--- config.mk ---
export PLATFORM = sky130hd
export DESIGN_NAME = cla_multiword_add_ctrl
export DESIGN_NICKNAME = d
export VERILOG_FILES = /design/src/rtl/cla_ctrl_pkg.sv /design/src/rtl/cla_multiword_add_ctrl_cla32.sv /design/src/rtl/cla_multiword_add_ctrl.sv
export SDC_FILE = /design/constraint.sdc
export NUM_CORES = 1
export LEC_CHECK = 0
export CAP_MARGIN = 15
export CORE_MARGIN = 3
export CORE_UTILIZATION = 35
export CTS_CLUSTER_SIZE = 12
export DETAILED_ROUTE_END_ITERATION = 12
export MAX_ROUTING_LAYER = met4
export SLEW_MARGIN = 20
export SYNTH_ARGS = -nofsm -noshare
export SYNTH_HDL_FRONTEND = slang
export SYNTH_SLANG_ARGS = --single-unit
--- constraint.sdc ---
create_clock -name clk -period 12.5 [get_ports clk]
set_clock_uncertainty 0.2 [all_clocks]
set_input_delay 2.5 -clock clk [delete_from_list [all_inputs] [get_ports clk]]
set_output_delay 2.5 -clock clk [all_outputs]
set_load 0.02 [all_outputs]
--- src/rtl/cla_ctrl_pkg.sv ---
// Shared definitions for the multi-word CLA sequencer: word width and FSM state encoding.
package cla_ctrl_pkg;

    localparam int unsigned WORD_W = 32;

    localparam logic [1:0] ST_IDLE = 2'd0;
    localparam logic [1:0] ST_RUN  = 2'd1;
    localparam logic [1:0] ST_DONE = 2'd2;

    typedef enum logic [1:0] {
        S_IDLE = ST_IDLE,
        S_RUN  = ST_RUN,
        S_DONE = ST_DONE
    } ctrl_state_e;

endpackage

--- src/rtl/cla_multiword_add_ctrl_cla32.sv ---
// 32-bit carry-lookahead adder: 4-bit groups with group generate/propagate lookahead.
// Purely combinational datapath shared by the multi-word sequencer.
module carry_lookahead_adder_32bit (
    input  logic [31:0] a,
    input  logic [31:0] b,
    input  logic        cin,
    output logic [31:0] sum,
    output logic        cout
);

    logic [31:0] p;
    logic [31:0] g;
    logic [32:0] c;
    logic        gg;
    logic        gp;

    // Bit-level P/G, in-group carries, and group-level carry lookahead.
    always_comb begin
        p  = a ^ b;
        g  = a & b;
        c  = '0;
        gg = 1'b0;
        gp = 1'b1;
        c[0] = cin;
        for (int unsigned k = 0; k < 8; k++) begin
            gg = 1'b0;
            gp = 1'b1;
            for (int unsigned j = 0; j < 4; j++) begin
                gg = g[4*k+j] | (p[4*k+j] & gg);
                gp = gp & p[4*k+j];
                c[4*k+j+1] = g[4*k+j] | (p[4*k+j] & c[4*k+j]);
            end
            // Group carry-out taken from the lookahead terms, not the in-group chain.
            c[4*k+4] = gg | (gp & c[4*k]);
        end
        sum  = p ^ c[31:0];
        cout = c[32];
    end

endmodule

--- src/rtl/cla_multiword_add_ctrl.sv ---
// Multi-word add sequencer: feeds WORDS x 32-bit operands, LSW first, through one
// shared 32-bit CLA with the carry registered between words. Valid/ready on both sides.
// Optional subtract mode (op port) is enabled by defining CLA_MULTIWORD_SUB_EN.
module cla_multiword_add_ctrl
    import cla_ctrl_pkg::*;
#(
    parameter  int unsigned WORDS = 4,
    localparam int unsigned CNT_W = (WORDS > 1) ? $clog2(WORDS) : 1,
    localparam int unsigned W     = WORD_W * WORDS
) (
    input  logic         clk,
    input  logic         rst_n,
    input  logic         in_valid,
    output logic         in_ready,
    input  logic [W-1:0] a,
    input  logic [W-1:0] b,
    input  logic         cin,
`ifdef CLA_MULTIWORD_SUB_EN
    input  logic         op,
`endif
    output logic         out_valid,
    input  logic         out_ready,
    output logic [W-1:0] sum,
    output logic         cout,
    output logic         busy
);

    localparam logic [CNT_W-1:0] LAST = CNT_W'(WORDS - 1);

    ctrl_state_e                      state_q;
    logic [CNT_W-1:0]                 ctr_q;
    logic [WORDS-1:0][WORD_W-1:0]     a_q;
    logic [WORDS-1:0][WORD_W-1:0]     b_q;
    logic [WORDS-1:0][WORD_W-1:0]     sum_q;
    logic                             carry_q;
    logic                             in_ready_q;
    logic                             out_valid_q;
    logic                             busy_q;

    logic [WORD_W-1:0]                a_word;
    logic [WORD_W-1:0]                b_word;
    logic [WORD_W-1:0]                word_sum_d;
    logic                             word_cout_d;
    logic                             carry_init;

`ifdef CLA_MULTIWORD_SUB_EN
    logic                             op_q;
    // Subtraction: a + ~b + 1, so cout=1 means no borrow.
    assign b_word     = op_q ? ~b_q[ctr_q] : b_q[ctr_q];
    assign carry_init = op ? 1'b1 : cin;
`else
    assign b_word     = b_q[ctr_q];
    assign carry_init = cin;
`endif
    assign a_word = a_q[ctr_q];

    carry_lookahead_adder_32bit u_cla (
        .a    (a_word),
        .b    (b_word),
        .cin  (carry_q),
        .sum  (word_sum_d),
        .cout (word_cout_d)
    );

    // FSM with counter, operand/result registers and registered handshake outputs.
    always_ff @(posedge clk or negedge rst_n) begin
        if (!rst_n) begin
            state_q     <= S_IDLE;
            ctr_q       <= '0;
            a_q         <= '0;
            b_q         <= '0;
            sum_q       <= '0;
            carry_q     <= 1'b0;
            in_ready_q  <= 1'b1;
            out_valid_q <= 1'b0;
            busy_q      <= 1'b0;
`ifdef CLA_MULTIWORD_SUB_EN
            op_q        <= 1'b0;
`endif
        end else begin
            case (state_q)
                S_IDLE: begin
                    if (in_valid) begin
                        a_q        <= a;
                        b_q        <= b;
                        carry_q    <= carry_init;
`ifdef CLA_MULTIWORD_SUB_EN
                        op_q       <= op;
`endif
                        ctr_q      <= '0;
                        sum_q      <= '0;
                        in_ready_q <= 1'b0;
                        busy_q     <= 1'b1;
                        state_q    <= S_RUN;
                    end
                end
                S_RUN: begin
                    sum_q[ctr_q] <= word_sum_d;
                    carry_q      <= word_cout_d;
                    // Counter stops at the last word instead of wrapping.
                    if (ctr_q == LAST) begin
                        out_valid_q <= 1'b1;
                        state_q     <= S_DONE;
                    end else begin
                        ctr_q <= ctr_q + 1'b1;
                    end
                end
                S_DONE: begin
                    if (out_ready) begin
                        out_valid_q <= 1'b0;
                        busy_q      <= 1'b0;
                        in_ready_q  <= 1'b1;
                        state_q     <= S_IDLE;
                    end
                end
                default: begin
                    out_valid_q <= 1'b0;
                    busy_q      <= 1'b0;
                    in_ready_q  <= 1'b1;
                    state_q     <= S_IDLE;
                end
            endcase
        end
    end

    assign in_ready  = in_ready_q;
    assign out_valid = out_valid_q;
    assign busy      = busy_q;
    assign sum       = sum_q;
    assign cout      = carry_q;

endmodule

==> impl_results.md, run 1 <==
- Total congestion overflow: 0
- Hold buffer count at CTS: 0
- Power, Total: 0.007191 W
- CTS tree: done
- # setup viols final: 0
- Gate Count Post-Synth: 1762
- Worst EP required: 12790 ps
- Vias post-DR: 13710
- # rows: 81
- Die width: 228.9 um
- Buffers on Ports: 392
- Crit path arrival time: 6250 ps
- Psw: 0.003108 W
- Final Cycle Share: 47.67%
- P_leak: 11.04 nW
- R2R cell count: 14
- Nets: 2438
- Comb pwr share: 51.9%
- CP endpoint kind: flop
- Clock power share: 17.8%
- Post-DRT Antenna Nets: 0
- Worst slew pin tran: 1113 ps
- Design area: 23340 um2
- DIE AREA: 52380 um2
- Synth async-reset ratio: 100.0%
- FF-to-FF End: sum[59]
- Fmax: 167.8 MHz
- Slowest stage delay, CP: 690 ps
- First-pass GRT wire length: 85.96 mm
- Vias per inst: 4.870
- Clock tree buffer depth: 3
- Switching part of the total power: 43.21%
- # IOs: 393
- Root Driver: clkbuf_16
- Crit-path cells: buf_4, mux4_2, ha_1, o211ai_1, o21a_1, or3_4, a2111oi_4, o21bai_2, and2_1, fa_1, fa_1, fa_1, xnor2_1, a22o_1
- Die Ht: 228.9 um
- Antenna violations before repair: 8
- Crit-path most repeated cell: fa_1
- Final hold vios: 0
- Area leader, netlist: dfrtp_1
- CP Launch Type: flop
- CTS clock-pin slew for the worst setup and hold paths: 60 ps
- WHS Path Cells: 2
- Net Count, Synth: 2083
- DRT Pass-1 Iters: 7
- Drt wl/cell: 19.90 um
- GP Congestion: 0.8459
- R2r startpoint: ctr_q[1]
- Hold Path End: b_q[21]
- Worst Hold Class: flop to flop
- Cts bufs inserted: 45
- Tot GR Track Use: 21.90%
- Worst-path fanout max: 49
- Setup repair bufs after CTS: 0
- Tmin final: 5959 ps
- Worst R2R Setup Slack: 6540 ps
- RSZ-0062 raised after global routing: no
- Critical path's slowest cell: buf_4
- Clock Sinks: 392
- Ys flop type: dfrtp_1
- Synth cell types: 39
- Top-area cell type share of the netlist area: 56.28%
- Classification of the worst setup path: flop to flop
- YS warnings: 0
- Share of cells above drive strength 1: 7.922%
- Placed Instance Area: 21910 um2
- EDFF count, synth: 0
- Max-slew violation count: 0
- Seq/Total Area, Yosys: 56.43%
- Worst-Skew Late Latency: 560 ps
- Post-cts sizing count: 0
- Seq pwr share: 30.3%
- Setup TNS: 0 ps
- Pwr Density: 308.1 nW/um2
- Mapped cell area: 17390 um2
- H-tree levels: 2
- Final HPWL DP: 41.53 mm
- Avg Synthesized Cell Area: 9.867 um2
- Detailed Route Iter0 Violations: 1145
- Outcome: finished, final reports clean
- Largest cells by area after synthesis: dfrtp_1 56%, nand2_1 19%, mux4_2 8.3%, fa_1 2.8%, ha_1 2.6%
- Synth Register Bits: 392
- Pin count of the biggest net entering global routing: 254
- Initial Utilization: 35.44%
- Post-Layout Cell Count: 2815
- Commonest non-fill, non-tap cell in the layout: nand2_1
- DRC: 0
- Int Pwr: 0.004084 W
- Synth-to-Final Area Change: 34.26%
- Vias in the first global route: 14408
- DP Cell Count: 2734
- Routed WL: 56.03 mm
- Max cap viols: 0
- Core footprint: 49050 um2
- Slew headroom: 25.79%
- Min-delay src: b_q[21]
- Most frequent cells in the layout: 878 x nand2_1, 391 x clkdlybuf4s50_1, 389 x dfrtp_1, 72 x o21ai_1, 64 x mux4_2
- VDD IR max: 149.1 uV
-- per-layer routing --
layer  global-route usage, %  vias to the layer above  routed length, um
met4                   6.765                        0               1508
li1                        -                     6388                  -
met5                       -                        -                  0
met1                   29.94                     6837              25620
met3                   3.776                       80               3065
met2                   33.66                      405              25830
-- flip-flops by register name, indices dropped and copies added (netlist names) --
register and flops:
ctr_q 2, sum 128, in_ready 1, out_valid 1, busy 1, a_q 128
cout 1, b_q 128, state_q 2
-- synthesized netlist by cell type (5+ instances only) --
cell type	number
nand2_1	878
dfrtp_1	391
clkbuf_1	77
o21ai_1	72
mux4_2	64
inv_1	45
ha_1	36
o21ai_0	33
a22o_1	32
fa_1	24
a21oi_1	18
nor2_1	17
buf_2	15
inv_2	10
xnor2_1	7
and2_1	5
buf_1	5
-- per-stage QoR --
step	hold WS (ps)	utilization, %	worst slack, ps
2_1_floorplan	240.3	-	7217
3_3_place_gp	253.0	44.67	6529
3_5_place_dp	257.2	44.67	6431
4_1_cts	271.3	47.55	6399
5_1_grt	292.3	47.59	6163
6_report	268.5	47.59	6541
-- logic make-up after synthesis --
logic type               after synthesis  share of synthesized area (%)
AND/OR/NAND/NOR                      914                          20.12
flip-flops                           392                          56.43
AO/OA/AOI/OAI                        172                          6.017
buffers and inverters                152                          3.390
multiplexers                          64                          8.291
adder cells (fa/ha/maj)               60                          5.354
XOR/XNOR                               8                         0.4030
-- power groups by stage --
stage / registers, W / logic [W] / clock network (W)
floorplan: 0.00224 / 0.00219 / 0
global placement: 0.00218 / 0.00367 / 0
detailed placement: 0.00220 / 0.00375 / 0
CTS: 0.00218 / 0.00376 / 0.00131
global route: 0.00224 / 0.00410 / 0.00136
finish: 0.00218 / 0.00373 / 0.00128
-- critical path: cells and delay by family (launching register included) --
family	cells	cell delay (ps)
xor gates and xnor gates	1	380
AOI/OAI and AO/OA	5	1210
buffers and inverters	1	690
DFF	1	620
and+or+nand+nor	2	630
muxes	1	420
adders and majority gates	4	1710
-- final cells by class --
class | instances | area (um2)
Antenna cell | 5 | 12.51
Clock buffer | 60 | 1252
Clock inverter | 16 | 161.4
Fill cell | 4677 | 25710
Inverter | 55 | 206.4
Multi-Input combinational cell | 1218 | 7005
Sequential cell | 392 | 9818
Tap cell | 664 | 830.8
Timing Repair Buffer | 405 | 4055
-- worst max path at each step --
| stage | startpoint | endpoint | cells past startpoint |
|---|---|---|---|
| 2_1_floorplan | ctr_q[0] | sum[123] | 16 |
| 3_3_place_gp | ctr_q[0] | sum[123] | 14 |
| 3_5_place_dp | ctr_q[0] | sum[59] | 14 |
| 4_1_cts | ctr_q[0] | sum[59] | 14 |
| 5_1_grt | ctr_q[0] | sum[59] | 14 |
| 6_report | ctr_q[1] | sum[59] | 14 |
No activity file was read; power rests on OpenSTA's default activity.
==> inputs of run 2 (changes only) <==
- clock period: 12.5 -> 5.04 ns (I/O delays scaled with it)
==> run 2 against run 1 <==
Critical path depth grew 1. Combinational power grew to 2.8 times the previous value. Sequential power grew 150%. Power grew to 2.6 times the previous value. Fmax grew 22%. Routed wire length grew 0.44%. Sequential share of layout area shrank 1.1 points. Count of clock-buffer cells in the layout grew 7. Cell count grew 1.5%.
==> impl_results.md, run 2 (same netlist as run 1, synthesis figures left out) <==
- Vias in the first global route: 14442
- CP endpoint kind: flop
- Clock Sinks: 392
- Buffers on Ports: 392
- # IOs: 393
- Max-slew violation count: 0
- Worst-Skew Late Latency: 570 ps
- P_leak: 11.32 nW
- Pwr Density: 791.5 nW/um2
- Tmin final: 4893 ps
- Routed WL: 56.28 mm
- Worst slew pin tran: 1124 ps
- Core footprint: 49050 um2
- Vias per inst: 4.862
- Routing usage on met2: 34.43%
- Cts bufs inserted: 44
- DIE AREA: 52380 um2
- Synth-to-Final Area Change: 38.04%
- Die width: 228.9 um
- Commonest non-fill, non-tap cell in the layout: nand2_1
- Clock tree buffer depth: 3
- Max cap viols: 0
- Drt wl/cell: 19.69 um
- GP Congestion: 0.8544
- Fin worst setup slack: 146.9 ps
- Tot GR Track Use: 22.08%
- H-tree levels: 2
- Initial Utilization: 35.44%
- Nets: 2474
- Total congestion overflow: 0
- CP Launch Type: flop
- VDD IR max: 510.6 uV
- Pre-CTS WS: -285.8 ps
- R2r startpoint: ctr_q[0]
- Pin count of the biggest net entering global routing: 150
- Final hold vios: 0
- First-pass GRT wire length: 86.54 mm
- Post-Layout Cell Count: 2858
- Post-DRT Antenna Nets: 0
- Fmax: 204.4 MHz
- Worst EP required: 5240 ps
- Share of cells above drive strength 1: 10.56%
- Hold buffer count at CTS: 0
- Final Cycle Share: 97.09%
- Worst R2R Setup Slack: 150 ps
- Worst-path fanout max: 10
- Final HPWL DP: 42.10 mm
- RSZ-0062 raised after global routing: no
- CTS tree: done
- Classification of the worst setup path: flop to flop
- Die Ht: 228.9 um
- # setup viols final: 0
- DRC: 0
- Setup TNS: 0 ps
- Slew headroom: 24.85%
- Outcome: finished, final reports clean
- Most frequent cells in the layout: 878 x nand2_1, 391 x clkdlybuf4s50_1, 389 x dfrtp_1, 73 x o21ai_1, 64 x mux4_2
- FF-to-FF End: sum[63]
- Detailed Route Iter0 Violations: 953
- Worst Hold Class: primary input to async pin
- Antenna violations before repair: 5
- Met3 GRT Util: 3.689%
- R2R cell count: 15
- # rows: 81
- Crit path arrival time: 5090 ps
- Gr busiest metal: met2
- Vias post-DR: 13895
- DRT Pass-1 Iters: 5
- DP Cell Count: 2763
- Root Driver: clkbuf_16
- CTS clock-pin slew for the worst setup and hold paths: 60 ps
- M1 GR Usage: 29.92%
- Power, Total: 0.01899 W
run 2: cell types whose count changed in the layout (fill, tap and decap cells not counted), sizes merged:
cell	previous run	this run
diode	5	6
clkbuf	60	68
clkinv	12	8
bufbuf	0	1
buf	14	49
inv	55	57
run 2: timing repair:
item / 4_1_cts / 5_1_grt
pin swaps: 8 / 7
endpoints found under the setup margin: 19 / 33
cloned: 1 / 1
gates resized for setup: 13 / 10
setup buffers: 4 / 1
run 2: worst max path at each step:
stage | from | end | cells after the start
CTS | ctr_q[0] | sum[59] | 16
finish | ctr_q[0] | sum[63] | 15
detailed placement | ctr_q[0] | sum[63] | 14
global route | ctr_q[0] | sum[127] | 15
floorplan | ctr_q[0] | sum[123] | 16
global placement | ctr_q[0] | sum[91] | 14
run 2: stage by stage:
| stage | utilization, % | cell area [um2] | hold slack, ps |
|---|---|---|---|
| after global routing | 48.92 | 24000 | 166.2 |
| after floorplan | - | 17400 | 240.3 |
| final | 48.92 | 24000 | 151.1 |
| after global placement | 45.24 | 22190 | 252.9 |
| after detailed placement | 45.24 | 22190 | 256.8 |
| after CTS | 48.66 | 23870 | 271.2 |
run 2: metal layers:
metal	wire length, um	vias up
met1	25220	6918
li1	-	6493
met5	0	-
met4	1649	0
met3	2798	83
met2	26610	401
run 2: power breakdown:
group          switching, W  total (W)  internal, W  leakage [nW]
registers          0.000845    0.00542      0.00457          4.95
logic               0.00592     0.0103      0.00436          5.63
clock network       0.00132    0.00330      0.00199         0.742
run 2: worst max-delay path, cell delays in order, from the launching register on:
cell,delay (ps)
dfrtp_4,500
buf_12,140
buf_12,130
buf_16,150
mux4_2,480
ha_4,290
nand4_1,130
or3_4,430
a2111oi_4,380
o21bai_2,160
o21ba_1,230
fa_2,400
fa_2,420
fa_2,380
xor2_2,190
o21ai_0,100
run 2: cell type report:
class	instances	area (um2)
sequential	392	9818
fill	4593	25050
inverter	55	206.4
clock buffer	67	1339
tap	664	830.8
clock inverter	14	155.1
multi-input combinational	1218	7131
antenna	6	15.01
timing repair buffer	442	4503
==> inputs of run 3 (changes only) <==
- CTS_CLUSTER_DIAMETER: unset -> 50
==> run 3 against run 2 <==
First-iteration DRC count increased by 1.0%. Sequential power about the same. Non-clock buffer count decreased by 4. Via count decreased by 1.4%. Die area unchanged. Clock power decreased by 3%. Cell area decreased by 0.84%. Flip-flop and latch count unchanged. Critical path type unchanged. Utilization decreased by 0.41 points.
==> impl_results.md, run 3 (same netlist as run 1, synthesis figures left out) <==
- Multi-input gate area: 7094 um2
- Worst slew pin tran: 1142 ps
- # IOs: 393
- Antenna violations before repair: 4
- DIE AREA: 52380 um2
- Met3 GRT Util: 3.514%
- Core footprint: 49050 um2
- FF/Latch Area: 9818 um2
- Vias post-DR: 13694
- Fin worst setup slack: 144.4 ps
- Vias in the first global route: 14414
- Most frequent cells in the layout: 878 x nand2_1, 391 x clkdlybuf4s50_1, 389 x dfrtp_1, 73 x o21ai_1, 64 x mux4_2
- Power, Total: 0.01868 W
- Total congestion overflow: 0
- CTS tree: done
- Nets: 2471
- Initial Utilization: 35.44%
- Share of cells above drive strength 1: 9.977%
- Final HPWL DP: 42.10 mm
- Pin count of the biggest net entering global routing: 150
- DP Cell Count: 2763
- Gr busiest metal: met2
- Clock tree buffer depth: 3
- Clock Sinks: 392
- CP endpoint kind: flop
- Vias per inst: 4.815
- Pwr Density: 785.0 nW/um2
- Commonest non-fill, non-tap cell in the layout: nand2_1
- Worst-path fanout max: 10
- Max cap viols: 0
- Classification of the worst setup path: flop to flop
- Tot GR Track Use: 21.94%
- Drt wl/cell: 19.65 um
- # rows: 81
- Final hold vios: 0
- Worst EP required: 5300 ps
- FILL cells: 4633
- Cts bufs inserted: 45
- Worst R2R Setup Slack: 140 ps
- DRC: 0
- P_leak: 11.23 nW
- Die Ht: 228.9 um
- Max-slew violation count: 0
- R2r startpoint: ctr_q[0]
- DRT Pass-1 Iters: 7
- Final Cycle Share: 97.13%
- Slew headroom: 23.66%
- RSZ-0062 raised after global routing: yes
- Post-Layout Cell Count: 2844
- Routed WL: 55.89 mm
- Worst Hold Class: primary input to async pin
- CTS clock-pin slew for the worst setup and hold paths: 60 ps
- H-tree levels: 2
- # setup viols final: 0
- R2R cell count: 15
- Detailed Route Iter0 Violations: 963
- Fmax: 204.3 MHz
- GP Congestion: 0.8544
- Hold buffer count at CTS: 0
- FF-to-FF End: sum[59]
- Crit path arrival time: 5150 ps
- CP Launch Type: flop
- Synth-to-Final Area Change: 36.87%
- Post-DRT Antenna Nets: 0
- First-pass GRT wire length: 86.18 mm
- WHS: 160.6 ps
- Setup TNS: 0 ps
- Die width: 228.9 um
- VDD IR max: 509.3 uV
- Root Driver: clkbuf_16
- Routing usage on met2: 34.50%
- M1 GR Usage: 29.33%
- Outcome: finished, final reports clean
- Worst-Skew Late Latency: 570 ps
- Tmin final: 4896 ps
- Buffers on Ports: 392
- Pre-CTS WS: -285.8 ps
[run 3: changes by cell type in the layout (fill, tap and decap cells not counted), sizes merged]
cell / previous run / this run
diode: 6 / 5
buf: 49 / 47
inv: 57 / 60
clkbuf: 68 / 55
clkinv: 8 / 7
clkinvlp: 1 / 2
bufbuf: 1 / 0
[run 3: layout make-up]
| cell class | count | share of cell area (%) |
|---|---|---|
| sequential | 392 | 41.26 |
| antenna | 5 | 0.05258 |
| inverter | 55 | 0.8676 |
| clock buffer | 55 | 5.142 |
| multi-input combinational | 1218 | 29.81 |
| clock inverter | 17 | 0.8203 |
| tap | 664 | 3.491 |
| timing repair buffer | 438 | 18.55 |
[run 3: report_power, final]
group / internal, W / switching [W]
Combinational: 0.00421 / 0.00586
Clock: 0.00188 / 0.00132
Sequential: 0.00457 / 0.000849
Total: 0.0107 / 0.00802
[run 3: how the worst max path moves through the flow]
stage                     startpoint  endpoint  slack (ps)  cells after the start
after floorplan             ctr_q[0]  sum[123]           2                     16
after global placement      ctr_q[0]   sum[91]        -160                     14
after detailed placement    ctr_q[0]   sum[63]        -290                     14
after CTS                   ctr_q[0]   sum[59]          10                     15
after global routing        ctr_q[0]  sum[123]         -10                     15
final                       ctr_q[0]   sum[59]         140                     15
[run 3: repair_timing]
item / CTS / global route
resized for setup: 8 / 9
pin swaps: 3 / 3
setup buffers: 3 / 0
endpoints found under the setup margin: 19 / 19
[run 3: layer usage]
layer	vias to the layer above	share of wire [%]
met2	418	48
met5	-	0
met4	0	2.9
li1	6456	-
met3	86	5.3
met1	6734	44
[run 3: through the flow]
step	cell area, um2	utilization [%]
after floorplan	17400	-
after global placement	22190	45.24
after detailed placement	22190	45.24
after CTS	23690	48.30
after global routing	23790	48.51
final	23800	48.51
[run 3: critical path, cell delays in order (launching register included)]
cell and delay (ps):
dfrtp_4 440, buf_12 150, mux4_2 530, ha_1 300, o211ai_1 100, o21a_2 240
or3_4 410, a2111oi_4 370, o21bai_2 150, and2_4 180, fa_2 390, fa_2 410
fa_2 390, xnor2_1 130, buf_4 160, a22o_1 200
